## src/rtl/seq_divider_ctrl.sv

```systemverilog
// seq_divider_ctrl
//   Sequential unsigned restoring divider. Once a division is accepted it
//   resolves one quotient bit per clock, MSB first. A zero divisor
//   completes in a single cycle and returns a flagged, saturated result.
//
// Ports
//   clk          rising-edge clock
//   rst_n        asynchronous active-low reset
//   start        request a division (accepted when ready=1)
//   dividend     unsigned dividend, sampled on the accepting edge
//   divisor      unsigned divisor, sampled on the accepting edge
//   ready        IDLE or DONE: a start will be accepted
//   busy         division in progress (RUN)
//   done         one-cycle pulse, results valid
//   quotient     registered quotient (all ones on divide-by-zero)
//   remainder    registered remainder (dividend on divide-by-zero)
//   div_by_zero  registered flag: last accepted divisor was zero
module seq_divider_ctrl #(
  parameter int unsigned WIDTH = 4
) (
  input  logic             clk,
  input  logic             rst_n,
  input  logic             start,
  input  logic [WIDTH-1:0] dividend,
  input  logic [WIDTH-1:0] divisor,
  output logic             ready,
  output logic             busy,
  output logic             done,
  output logic [WIDTH-1:0] quotient,
  output logic [WIDTH-1:0] remainder,
  output logic             div_by_zero
);

  localparam int unsigned CW = $clog2(WIDTH);

  typedef enum logic [1:0] {
    S_IDLE,
    S_RUN,
    S_DONE
  } state_t;

  state_t r_state;
  state_t w_next;

  logic [WIDTH-1:0] r_dividend;
  logic [WIDTH-1:0] r_divisor;
  logic [WIDTH:0]   r_prem;
  logic [WIDTH-1:0] r_qwork;
  logic [CW-1:0]    r_count;
  logic [WIDTH-1:0] r_quotient;
  logic [WIDTH-1:0] r_remainder;
  logic             r_dz;

  logic             w_accept;
  logic [WIDTH:0]   w_shift;
  logic [WIDTH:0]   w_diff;
  logic             w_ge;
  logic [WIDTH:0]   w_prem_next;
  logic [WIDTH-1:0] w_q_next;

  assign w_accept    = start & ready;
  assign quotient    = r_quotient;
  assign remainder   = r_remainder;
  assign div_by_zero = r_dz;

  // One restoring row. The partial remainder is always below the divisor,
  // so its low WIDTH bits carry it in full; the extra bit of the shifted
  // value keeps the trial exact for divisors >= 2^(WIDTH-1).
  always_comb begin
    w_shift           = {r_prem[WIDTH-1:0], r_dividend[r_count]};
    w_ge              = (w_shift >= {1'b0, r_divisor});
    w_diff            = w_shift - {1'b0, r_divisor};
    w_prem_next       = w_ge ? w_diff : w_shift;
    w_q_next          = r_qwork;
    w_q_next[r_count] = w_ge;
  end

  // State register
  always_ff @(posedge clk or negedge rst_n) begin
    if (!rst_n) r_state <= S_IDLE;
    else        r_state <= w_next;
  end

  // Next-state logic
  always_comb begin
    w_next = r_state;
    unique case (r_state)
      S_IDLE, S_DONE: begin
        if (start)                w_next = (divisor == '0) ? S_DONE : S_RUN;
        else if (r_state == S_DONE) w_next = S_IDLE;
      end
      S_RUN:   if (r_count == '0) w_next = S_DONE;
      default: w_next = S_IDLE;
    endcase
  end

  // Output decode
  always_comb begin
    ready = (r_state == S_IDLE) || (r_state == S_DONE);
    busy  = (r_state == S_RUN);
    done  = (r_state == S_DONE);
  end

  // Datapath. Quotient and remainder outputs are written only when a result
  // completes, so the working bits never show outside the core registers.
  always_ff @(posedge clk or negedge rst_n) begin
    if (!rst_n) begin
      r_dividend  <= '0;
      r_divisor   <= '0;
      r_prem      <= '0;
      r_qwork     <= '0;
      r_count     <= '0;
      r_quotient  <= '0;
      r_remainder <= '0;
      r_dz        <= 1'b0;
    end else if (w_accept) begin
      r_dividend <= dividend;
      r_divisor  <= divisor;
      r_prem     <= '0;
      r_qwork    <= '0;
      r_count    <= CW'(WIDTH - 1);
      r_dz       <= 1'b0;
      if (divisor == '0) begin
        r_quotient  <= '1;
        r_remainder <= dividend;
        r_dz        <= 1'b1;
      end
    end else if (r_state == S_RUN) begin
      r_prem  <= w_prem_next;
      r_qwork <= w_q_next;
      if (r_count == '0) begin
        r_quotient  <= w_q_next;
        r_remainder <= w_prem_next[WIDTH-1:0];
      end else begin
        r_count <= r_count - CW'(1);
      end
    end
  end

endmodule

```

## config.mk

```make
export PLATFORM = sky130hd
export DESIGN_NAME = seq_divider_ctrl
export DESIGN_NICKNAME = d
export VERILOG_FILES = /design/src/rtl/seq_divider_ctrl.sv
export SDC_FILE = /design/constraint.sdc
export NUM_CORES = 1
export LEC_CHECK = 0
export BUFFER_PORTS_ARGS = -buffer_cell sky130_fd_sc_hd__buf_2
export CORE_MARGIN = 5
export CORE_UTILIZATION = 60
export CTS_CLUSTER_DIAMETER = 40
export CTS_CLUSTER_SIZE = 16
export DETAILED_ROUTE_END_ITERATION = 8
export GPL_TIMING_DRIVEN = 1
export PLACE_DENSITY = 0.94
export SYNTH_ARGS = -nofsm -noshare
export SYNTH_HDL_FRONTEND = slang
export SYNTH_SLANG_ARGS = --single-unit
```

## constraint.sdc

```tcl
create_clock -name clk -period 4.9 [get_ports clk]
set_input_delay 0.49 -clock clk [delete_from_list [all_inputs] [get_ports clk]]
set_output_delay 0.49 -clock clk [all_outputs]
set_load 0.005 [all_outputs]
```

# Word level (Yosys, flattened, before mapping)
# Cells that the tools add are included.
classes:
  n_addsub: 2
  order_cmp: 3
  n_eq_ne: 6
  n_mux: 27
  bitwise: 1
  reduce_logical: 11
ops:
  columns: ["operator", "count"]
  rows:
  - ["4-bit 2-to-1 mux", 13]
  - ["2-bit 2-to-1 mux", 7]
  - ["5-bit by 4-bit >= comparator with 1-bit output", 1]
  - ["4-bit bitwise mux", 1]
  - ["2-bit zero test", 2]
  - ["4-bit zero test", 1]
  - ["2-bit by 1-bit inequality test with 1-bit output, second input constant", 2]
  - ["2-bit one-hot mux with 2 select lines", 1]
  - ["2-bit AND reduction", 2]
  - ["2-bit nonzero test", 2]
  - ["4-bit subtractor", 1]
  - ["2-bit by 3-bit less-than comparator with 1-bit output, second input constant", 1]
  - ["1-bit 2-to-1 mux", 3]
  - ["3-bit inequality test, second input constant", 1]
  - ["3-bit AND reduction", 1]
  - ["1-bit binary-select mux with 2-bit select", 1]
  - ["1-bit demux with 2-bit select", 1]
  - ["2-bit by 1-bit == test with 1-bit output, second input constant", 1]
  - ["2-bit == test, second input constant", 1]
  - ["2-bit by 1-bit >= comparator with 1-bit output, second input constant", 1]
  - ["2-bit inequality test, second input constant", 1]
  - ["2-bit OR reduction", 1]
  - ["2-bit by 1-bit subtractor with 2-bit output, second input constant", 1]
  - ["1-bit bitwise AND", 1]
  - ["2 further kinds", 2]
word_totals:
  register_bits: 29
  in_bits: 11
  out_inout_bits: 12

# Logic depth before layout (Yosys ltp)
# Gate-level depths: netlist (run 1).
logic_depth:
  ltp_word: 8
  mapped_depth: 7
  ltp_nobuf: 7

# Worst setup path after synthesis (run 1)
# No wires, ideal clock.
synth_timing:
  path_kind: "register to register"
  start: "register r_count[0]"
  end: "register r_prem[1]"
  setup_time_ns: 0.082
  t_arrival_ns: 2.097
  required_ns: 4.818
  setup_slack_ns: 2.721
  stages_incl_launch_ff: 7
  path_buffers: 0
  cell_sequence: "dfrtp_1 mux4_2 inv_1 ha_1 fa_1 or3_1 a31oi_1"
synth_via:
  elab_chain_len: 6
  word_cells_on_any_way: 7
  classes_between: "add/sub: 1; order compare: 1; mux: 5"
synth_lines:
  columns: ["element", "line_no", "text"]
  rows:
  - ["start: declaration", "49", "logic [CW-1:0] r_count;"]
  - ["start signal: assignment", "121", "r_count <= CW'(WIDTH - 1);"]
  - ["start signal: assignment", "135", "r_count <= r_count - CW'(1);"]
  - ["1-bit binary-select mux with 2-bit select (*)", "70", "w_shift = {r_prem[WIDTH-1:0], r_dividend[r_count]};"]
  - ["1-bit 2-to-1 mux (not written as such) (*)", "70", null]
  - ["4-bit subtractor / 5-bit by 4-bit >= comparator with 1-bit output (equally long branches)", "72, 71", null]
  - ["4-bit 2-to-1 mux (*)", "73", "w_prem_next = w_ge ? w_diff : w_shift;"]
  - ["4-bit 2-to-1 mux (*)", "128", "end else if (r_state == S_RUN) begin"]
  - ["4-bit 2-to-1 mux (*)", "116", "end else if (w_accept) begin"]
  - ["end signal: assignment", "129", "r_prem <= w_prem_next;"]
  - ["end: declaration", "47", "logic [WIDTH:0] r_prem;"]
# Every way passes the cells marked *; elsewhere a longest branch is shown, timed or not. The select of a mux whose other input is x is not followed.
# A chain may end at the register's enable or synchronous reset.

# Worst setup path after layout (run 1)
# Ends and elaborated chain as after synthesis.

==> metrics, run 1 <==
status complete, no violations; R2R Setup Slk roughly 2.5 ns; TritonCTS Buffers 3; Antenna Cells 0; # rows 18; setup TNS 0 ns; CP max stage cell mux4_2; Buf/Inv on CP 1; Synth warnings 0; Gate power share between 50% and 60%; Post CTS Setup Buffer Count 0; Core Area ~2500 sq um; mean post-synth cell area between 9 and 10 sq um; routed wl met2 1913 um; die width 61.06 um; Final Hold Viols 0; CTS Sinks 28; internal power roughly 0.00070 W; Highest Signal Layer met4; Net Switching slightly above 0.0006 W; antenna-violating nets left 0; Cell Pwr Density between 700 and 800 nW/um^2; final hold slack approximately 0.14 ns; IO Count 23; RSZ-0062 raised after global routing false; Skew-Pair Late Insertion Delay between 0.3 and 0.4 ns; Post-synth EDFFs 0; critical path class reg2reg; Leakage between 0.8 and 0.9 nW; Seq/Total Area, Yosys approximately 45%; Synth cell types 40; Initial Utilization 63.13%; maximum vdd drop ~0.00055 V; Flop pwr share about a third; Root Buffer clkbuf_4; f_max roughly 0.41 GHz; wire per inst 17.26 um; clock slew at reported path FFs 0.14 ns; CTS tree built; Sw Share ~47%; Critical Path Sink Type flop; cts hold-fix bufs 0; CP Max Fanout 6; Final GP Congestion slightly below 1; Fin Clk Skew about 0.0016 ns; aggregate global-route resource usage about a quarter; Yosys reg bits 28; vias in the first global route ~1500; Tmin final 2.433 ns; largest stage delay on the critical path 0.57 ns; # port buffers 22; area growth from synthesis to layout 10.72%; Metal-1 WL ~1500 um; syn nets 185; reg-to-reg startpoint r_count[0]; Clock Path Buffers 2; Slew HR about three fifths; WP data arrival ~2.7 ns; total gr overflow 0; first-pass GRT wire length 6610 um; met3 WL post-DR 243 um; H-tree Lvls 1; vias per cell 6.310; Critical R2R Capture r_prem[1]; WP data required 5.17 ns; fin. max-slew vios 0; layout cells sized above 1 between 10% and 20%; Crit path depth 6; Critical Path Source Type flop; Total Die Area around 3700 sq um; worst hold path class in2async; final WL roughly 3700 um; number of gates resized after CTS 0; fin crit share about 50%; worst reg-to-reg path cell count 6; Cells after Synth 165; top_reg_cell synth dfrtp_1; fin nets 207; Clk pwr share 8.7%; DRC 0; Crit path max-delay family adder cells; CP Cell Sequence mux4_2, inv_1, ha_1, fa_1, or3_1, a31oi_1; drt first pass iters 4; synthesized area ~1600 sq um; worst slew pin tran slightly above 0.6 ns; Vias 1363; Async S/R FF share, synth 100.0%; Starting DRT DRC Count 57; Setup-failing EPs final 0; max_cap viols 0; post-detail-place hpwl 2847 um; Die Span Y 61.06 um; initial antenna violation count 0; largest net degree at the start of global routing 29
-- synth_stat cells, types with 2 or more instances --
master    number  area share [%]
a211oi_1       2            0.96
a21boi_0       3             1.4
a21oi_1        2            0.64
a31oi_1        4             1.6
a32o_1         3             1.9
and2_1         2            0.80
and3_1         3             1.2
clkbuf_1       5             1.2
dfrtp_1       28              45
ha_1           8             6.4
inv_1         10             2.4
nand2_1       28             6.7
nand2b_1       2            0.80
nand3_1        5             1.6
nor2_1         2            0.48
nor2b_1        3             1.2
o211ai_1       5             2.4
o21ai_0       23             7.4
o21ai_1        2            0.64
o311ai_0       2             1.1
o31ai_1        2            0.96
or3_1          2            0.80
xnor2_1        2             1.1
-- area by class of cell --
cell class	count	area, sq um
flip-flops and latches	28	700.7
repair buffers	23	117.6
well taps	30	37.54
clock buffers	4	36.28
fillers	210	745.7
multi-input cells	120	798.3
inverters	11	41.29
-- stage by stage --
step | instance area [sq um] | setup WS (ns) | instances | util [%] | power (W)
global route | 1732 | 2.232 | 216 | 69.90 | 0.001441
finish | 1732 | 2.467 | 216 | 69.90 | 0.001319
CTS | 1732 | 2.471 | 216 | 69.90 | 0.001310
floorplan | 1564 | 2.721 | 165 | - | 0.0009780
detailed placement | 1695 | 2.501 | 212 | 68.43 | 0.001195
global placement | 1695 | 2.670 | 212 | 68.43 | 0.001133
-- worst reg2reg max path, cell delays in order, from the launching register on --
cell and delay, ns:
dfrtp_1 0.50, mux4_2 0.57, inv_1 0.08, ha_1 0.21, fa_1 0.45, or3_1 0.38
a31oi_1 0.19
-- per-layer routing --
metal | global-route usage (%) | vias to the layer above
met4 | 9.288 | 0
met3 | 3.774 | 13
li1 | - | 633
met1 | 29.19 | 658
met2 | 42.60 | 59
met5 | 0 | -
-- worst max path at each step --
stage	start	to
detailed placement	r_count[0]	r_prem[1]
finish	r_count[0]	r_prem[1]
CTS	r_count[0]	r_prem[1]
global placement	r_count[0]	r_prem[1]
global route	r_count[0]	remainder[0]
floorplan	r_count[0]	r_prem[1]
-- cells in the final DEF, fill, tap and decap left out, types with 2 or more instances in the layout --
cell type	count
nand3_1	5
inv_1	10
and3_1	3
or3_1	2
clkbuf_4	3
nand2b_1	2
nor2_1	2
a32o_1	3
o311ai_0	2
nor2b_1	3
a211oi_1	2
o21ai_1	2
o31ai_1	2
a31oi_1	4
xnor2_1	2
a21oi_1	2
o21ai_0	23
nand2_1	28
buf_2	22
o211ai_1	5
dfrtp_1	28
and2_1	2
a21boi_0	3
ha_1	8
-- kinds of logic after synthesis --
kind of cell	share of synthesized area, %
DFF	44.80
muxes	1.440
and+or+nand+nor	17.84
xor gates and xnor gates	1.120
AOI/OAI and AO/OA	22.96
adders and majority gates	7.680
buffers and inverters	4.160
-- power by group through the flow --
stage	Combinational (W)	Clock, W	Sequential (W)
6_report	0.000787	0.000115	0.000417
2_1_floorplan	0.000576	0	0.000402
4_1_cts	0.000779	0.000115	0.000415
3_3_place_gp	0.000719	0	0.000414
3_5_place_dp	0.000773	0	0.000421
5_1_grt	0.000883	0.000127	0.000432
-- sequential cells by signal (all words and copies together) (netlist names) --
name / count
div_by_zero: 1
quotient: 4
r_count: 2
r_dividend: 4
r_divisor: 4
r_prem: 4
r_qwork: 3
r_state: 2
remainder: 4
No activity file was read; power rests on OpenSTA's default activity.
==> run 2: changes to the inputs <==
--- a/config.mk
+++ b/config.mk
@@ -7,12 +7,12 @@
 export LEC_CHECK = 0
 export BUFFER_PORTS_ARGS = -buffer_cell sky130_fd_sc_hd__buf_2
 export CORE_MARGIN = 5
-export CORE_UTILIZATION = 60
+export CORE_UTILIZATION = 50
 export CTS_CLUSTER_DIAMETER = 40
 export CTS_CLUSTER_SIZE = 16
 export DETAILED_ROUTE_END_ITERATION = 8
 export GPL_TIMING_DRIVEN = 1
-export PLACE_DENSITY = 0.94
+export PLACE_DENSITY = 0.85
 export SYNTH_ARGS = -nofsm -noshare
 export SYNTH_HDL_FRONTEND = slang
 export SYNTH_SLANG_ARGS = --single-unit
==> constraint.sdc (replaced) <==
create_clock -name clk -period 2.06 [get_ports clk]
set_input_delay 0.206 -clock clk [delete_from_list [all_inputs] [get_ports clk]]
set_output_delay 0.206 -clock clk [all_outputs]
set_load 0.005 [all_outputs]
==> metrics, run 2 (synthesis gave the netlist of run 1 again) <==
f_max 0.4685 GHz (was 0.4110 GHz); Skew-Pair Late Insertion Delay 0.34 ns (about the same); final hold slack 0.06064 ns (was 0.1409 ns); worst hold path class in2reg (was in2async); IO Count 23 (unchanged); vias per cell 5.717 (was 6.310); post-layout util 62.73% (was 69.90%); post-detail-place hpwl 2883 um (was 2847 um); maximum vdd drop 0.001005 V (was 0.0005523 V); Cell Pwr Density 1854 nW/um^2 (was 761.5 nW/um^2); Slew HR 58.88% (was 58.43%); vias in the first global route 1481 (was 1450); Sw Share 45.22% (was 46.99%); Final Hold Viols 0 (unchanged); Tot Pwr 0.003522 W (was 0.001319 W); fin. max-slew vios 0 (unchanged); Root Buffer clkbuf_4 (unchanged); CTS Sinks 28 (unchanged); TritonCTS Buffers 3 (unchanged); clock slew at reported path FFs 0.15 ns (was 0.14 ns); violated checks negative setup slack; setup TNS -0.07430 ns (was 0 ns); Core Area 3028 sq um (was 2477 sq um); Gate power share 64.5% (was 59.7%); aggregate global-route resource usage 20.21% (was 24.03%); fin area 1899 sq um (was 1732 sq um); Leakage 0.8940 nW (was 0.8226 nW); final setup margin -0.07430 ns (was 2.467 ns); Die Span Y 65.93 um (was 61.06 um); Initial Utilization 51.65% (was 63.13%); antenna-violating nets left 0 (unchanged); WP data required 2.34 ns (was 5.17 ns); Antenna Cells 0 (unchanged); Final GP Congestion 0.9063 (was 0.9681); max_cap viols 0 (unchanged); Total Die Area 4347 sq um (was 3728 sq um); RSZ-0062 raised after global routing true (was false); Critical Path Source Type flop (unchanged); placed inst area 1815 sq um (was 1695 sq um); Tmin final 2.134 ns (was 2.433 ns); layout cells sized above 1 26.50% (was 18.82%); die width 65.93 um (was 61.06 um); Fin Clk Skew 0.004312 ns (was 0.001640 ns); DRC 0 (unchanged); worst slew pin tran 0.6167 ns (was 0.6236 ns); H-tree Lvls 1 (unchanged); Vias 1395 (was 1363); WP data arrival 2.41 ns (was 2.70 ns); CP Max Fanout 3 (was 6); drt first pass iters 4 (unchanged); Setup-failing EPs final 1 (was 0); # rows 20 (was 18); most frequent cells in the layout nand2_1, dfrtp_1, o21ai_0 (unchanged); status complete, but fails checks (was complete, no violations); first-pass GRT wire length 6886 um (was 6610 um); CTS tree built (unchanged); total gr overflow 0 (unchanged); initial antenna violation count 0 (unchanged); internal power 0.001929 W (was 0.0006991 W); fin nets 221 (was 207); Critical Path Sink Type flop (unchanged); wire per inst 16.04 um (was 17.26 um); critical path class reg2reg (unchanged); largest net degree at the start of global routing 29 (unchanged); fin crit share 103.6% (was 49.65%); Starting DRT DRC Count 186 (was 57); Clk pwr share 7.7% (was 8.7%); area growth from synthesis to layout 21.44% (was 10.72%); Flop pwr share 27.8% (was 31.6%); Clock Path Buffers 2 (unchanged); Net Switching 0.001593 W (was 0.0006196 W); final WL 3914 um (was 3729 um); # port buffers 22 (unchanged)
[run 2: worst paths after layout]
| kind | from | to | slack [ns] | depth (start not counted) |
|---|---|---|---|---|
| min in group asynchronous | rst_n | r_divisor[2] | 0.39 | 2 |
| max reg2reg | r_count[0] | r_prem[1] | -0.07 | 6 |
| max in group asynchronous | rst_n | r_prem[0] | 1.27 | 2 |
| min | dividend[0] | r_dividend[0] | 0.06 | 3 |
| min reg2reg | r_dividend[1] | r_dividend[1] | 0.50 | 2 |
| max | r_count[0] | r_prem[1] | -0.07 | 6 |
[run 2: layout make-up]
class	count	area (sq um)
clock buffer	4	36.28
fill	260	1129
inverter	11	41.29
multi-input combinational	120	837.1
sequential	28	700.7
tap	44	55.05
timing repair buffer	37	229.0
[run 2: routing by layer]
| layer | vias up | global-route usage [%] | routed length [um] |
|---|---|---|---|
| li1 | 658 | - | - |
| met1 | 667 | 26.94 | 1697 |
| met2 | 60 | 32.29 | 1890 |
| met3 | 10 | 4.592 | 247 |
| met4 | 0 | 6.853 | 78 |
| met5 | - | 0 | 0 |
[run 2: timing repair]
| item | 4_1_cts | 5_1_grt |
|---|---|---|
| hold buffers | 1 | 0 |
| pin swaps | 1 | 4 |
| resized for setup | 1 | 5 |
| hold endpoints to repair | 28 | 0 |
| buffers inserted | 1 | 0 |
| setup endpoints to repair | 9 | 15 |
[run 2: through the flow]
| stage | cells | worst slack, ns |
|---|---|---|
| 6_report | 244 | -0.07430 |
| 5_1_grt | 244 | -0.1572 |
| 4_1_cts | 244 | -0.09552 |
| 3_5_place_dp | 238 | -0.1079 |
| 3_3_place_gp | 238 | -0.02243 |
| 2_1_floorplan | 165 | -0.07616 |
[run 2: power groups by stage]
stage / registers, W / logic, W / clock network, W
global route: 0.00101 / 0.00254 / 0.000303
detailed placement: 0.000982 / 0.00212 / 0
finish: 0.000979 / 0.00227 / 0.000272
global placement: 0.000977 / 0.00202 / 0
CTS: 0.000970 / 0.00216 / 0.000281
floorplan: 0.000962 / 0.00140 / 0
[run 2: worst max-delay path: stages (launching register included)]
cell and delay, ns:
dfrtp_1 0.40, mux4_2 0.52, inv_2 0.09, ha_4 0.14, fa_1 0.44, or3_1 0.33, a31oi_1 0.15
==> run 3: changes to the inputs <==
--- a/config.mk
+++ b/config.mk
@@ -12,6 +12,7 @@
 export CTS_CLUSTER_SIZE = 16
 export DETAILED_ROUTE_END_ITERATION = 8
 export GPL_TIMING_DRIVEN = 1
+export MAX_ROUTING_LAYER = met4
 export PLACE_DENSITY = 0.85
 export SYNTH_ARGS = -nofsm -noshare
 export SYNTH_HDL_FRONTEND = slang
==> metrics, run 3 (synthesis gave the netlist of run 1 again) <==
wire per inst 15.86 um (was 16.04 um); violated checks negative setup slack (unchanged); Cell Pwr Density 1841 nW/um^2 (was 1854 nW/um^2); Fin Clk Skew 0.005950 ns (was 0.004312 ns); Initial Utilization 51.65% (unchanged); CTS tree built (unchanged); CTS Sinks 28 (unchanged); Slew HR 58.65% (was 58.88%); Leakage 0.8919 nW (was 0.8940 nW); initial antenna violation count 0 (unchanged); Critical Path Sink Type flop (unchanged); layout cells sized above 1 26.50% (unchanged); f_max 0.4692 GHz (was 0.4685 GHz); TritonCTS Buffers 3 (unchanged); Layout Cells excl Fill 244 (unchanged); fin area 1889 sq um (was 1899 sq um); WP data arrival 2.41 ns (about the same); DRC 0 (unchanged); total gr overflow 0 (unchanged); fin. max-slew vios 0 (unchanged); vias per cell 5.697 (was 5.717); vias in the first global route 1481 (unchanged); Vias 1390 (was 1395); fin crit share 103.5% (was 103.6%); max_cap viols 0 (unchanged); final setup margin -0.07109 ns (was -0.07430 ns); worst slew pin tran 0.6202 ns (was 0.6167 ns); largest net degree at the start of global routing 29 (unchanged); Total Die Area 4347 sq um (unchanged); Antenna Cells 0 (unchanged); Starting DRT DRC Count 70 (was 186); Tmin final 2.131 ns (was 2.134 ns); clock slew at reported path FFs 0.15 ns (about the same); fin nets 221 (unchanged); antenna-violating nets left 0 (unchanged); status complete, but fails checks (unchanged); area growth from synthesis to layout 20.80% (was 21.44%); post-detail-place hpwl 2883 um (unchanged); Root Buffer clkbuf_4 (unchanged); Clock Path Buffers 2 (unchanged); Core Area 3028 sq um (unchanged); maximum vdd drop 0.0009632 V (was 0.001005 V); first-pass GRT wire length 6906 um (was 6886 um); H-tree Lvls 1 (unchanged); Placed Cells incl. Taps 238 (unchanged); Setup-failing EPs final 1 (unchanged); die width 65.93 um (unchanged); RSZ-0062 raised after global routing true (unchanged); Die Span Y 65.93 um (unchanged); Final Hold Viols 0 (unchanged); critical path class reg2reg (unchanged); worst hold path class in2reg (unchanged); IO Count 23 (unchanged); WP data required 2.34 ns (about the same); Critical Path Source Type flop (unchanged); aggregate global-route resource usage 20.78% (was 20.21%); most frequent cells in the layout nand2_1, dfrtp_1, o21ai_0, buf_2, buf_4 (was nand2_1, dfrtp_1, o21ai_0); placed inst area 1815 sq um (unchanged); final WL 3870 um (was 3914 um); # port buffers 22 (unchanged); Skew-Pair Late Insertion Delay 0.34 ns (about the same); DP Worst Slack -0.1079 ns (unchanged); CP Max Fanout 3 (unchanged); # rows 20 (unchanged); drt first pass iters 4 (unchanged); Final GP Congestion 0.9219 (was 0.9063)
[run 3: cell counts in the layout (fill, tap and decap cells not counted)]
No cell type changed its count.
[run 3: per-layer routing]
| layer | vias to the layer above | GRT usage [%] | wire, um |
|---|---|---|---|
| met5 | - | - | 0 |
| met4 | 0 | 6.853 | 70 |
| met3 | 8 | 4.422 | 216 |
| met2 | 49 | 32.42 | 1870 |
| met1 | 672 | 27.05 | 1712 |
| li1 | 661 | - | - |
[run 3: worst paths after layout]
path | startpoint | to | slack, ns | cells after the start
worst max-delay path | r_count[0] | r_prem[1] | -0.07 | 6
worst min-delay path | dividend[0] | r_dividend[0] | 0.06 | 3
worst max register to register | r_count[0] | r_prem[1] | -0.07 | 6
worst min register to register | r_dividend[1] | r_dividend[1] | 0.50 | 2
max in group asynchronous | rst_n | r_state[0] | 1.27 | 2
min in group asynchronous | rst_n | r_divisor[2] | 0.39 | 2
[run 3: cell type report]
class | instances | area (sq um)
sequential | 28 | 700.7
tap | 44 | 55.05
clock buffer | 4 | 36.28
fill | 257 | 1139
inverter | 11 | 41.29
timing repair buffer | 37 | 225.2
multi-input combinational | 120 | 830.8
[run 3: power breakdown]
part           internal (W)  total, W  leakage, nW  switching (W)
combinational      0.000998   0.00223        0.525        0.00123
sequential         0.000802  0.000979        0.346       0.000177
clock              0.000109  0.000273       0.0210       0.000164
[run 3: per-stage QoR]
stage | power, W | util [%] | hold WS, ns | setup TNS, ns
finish | 0.003478 | 62.40 | 0.05765 | -0.07109
global route | 0.003808 | 62.40 | 0.06548 | -0.5988
CTS | 0.003412 | 61.86 | 0.05584 | -0.09552
detailed placement | 0.003101 | 59.96 | 0.2514 | -0.4493
global placement | 0.002998 | 59.96 | 0.2555 | -0.02243
floorplan | 0.002366 | - | -0.08959 | -0.07616
[run 3: what timing repair did]
action / in CTS / in global routing
hold buffers: 1 / 0
setup buffers: 1 / 0
endpoints found under the setup margin: 9 / 15
pin swaps: 1 / 4
gates resized for setup: 1 / 4
hold endpoints to repair: 28 / 0
[run 3: worst max-delay path, cell delays in order, from the launching register on]
cell,delay (ns)
dfrtp_1,0.39
mux4_2,0.52
inv_2,0.09
ha_4,0.14
fa_1,0.44
or3_1,0.33
a31oi_1,0.16
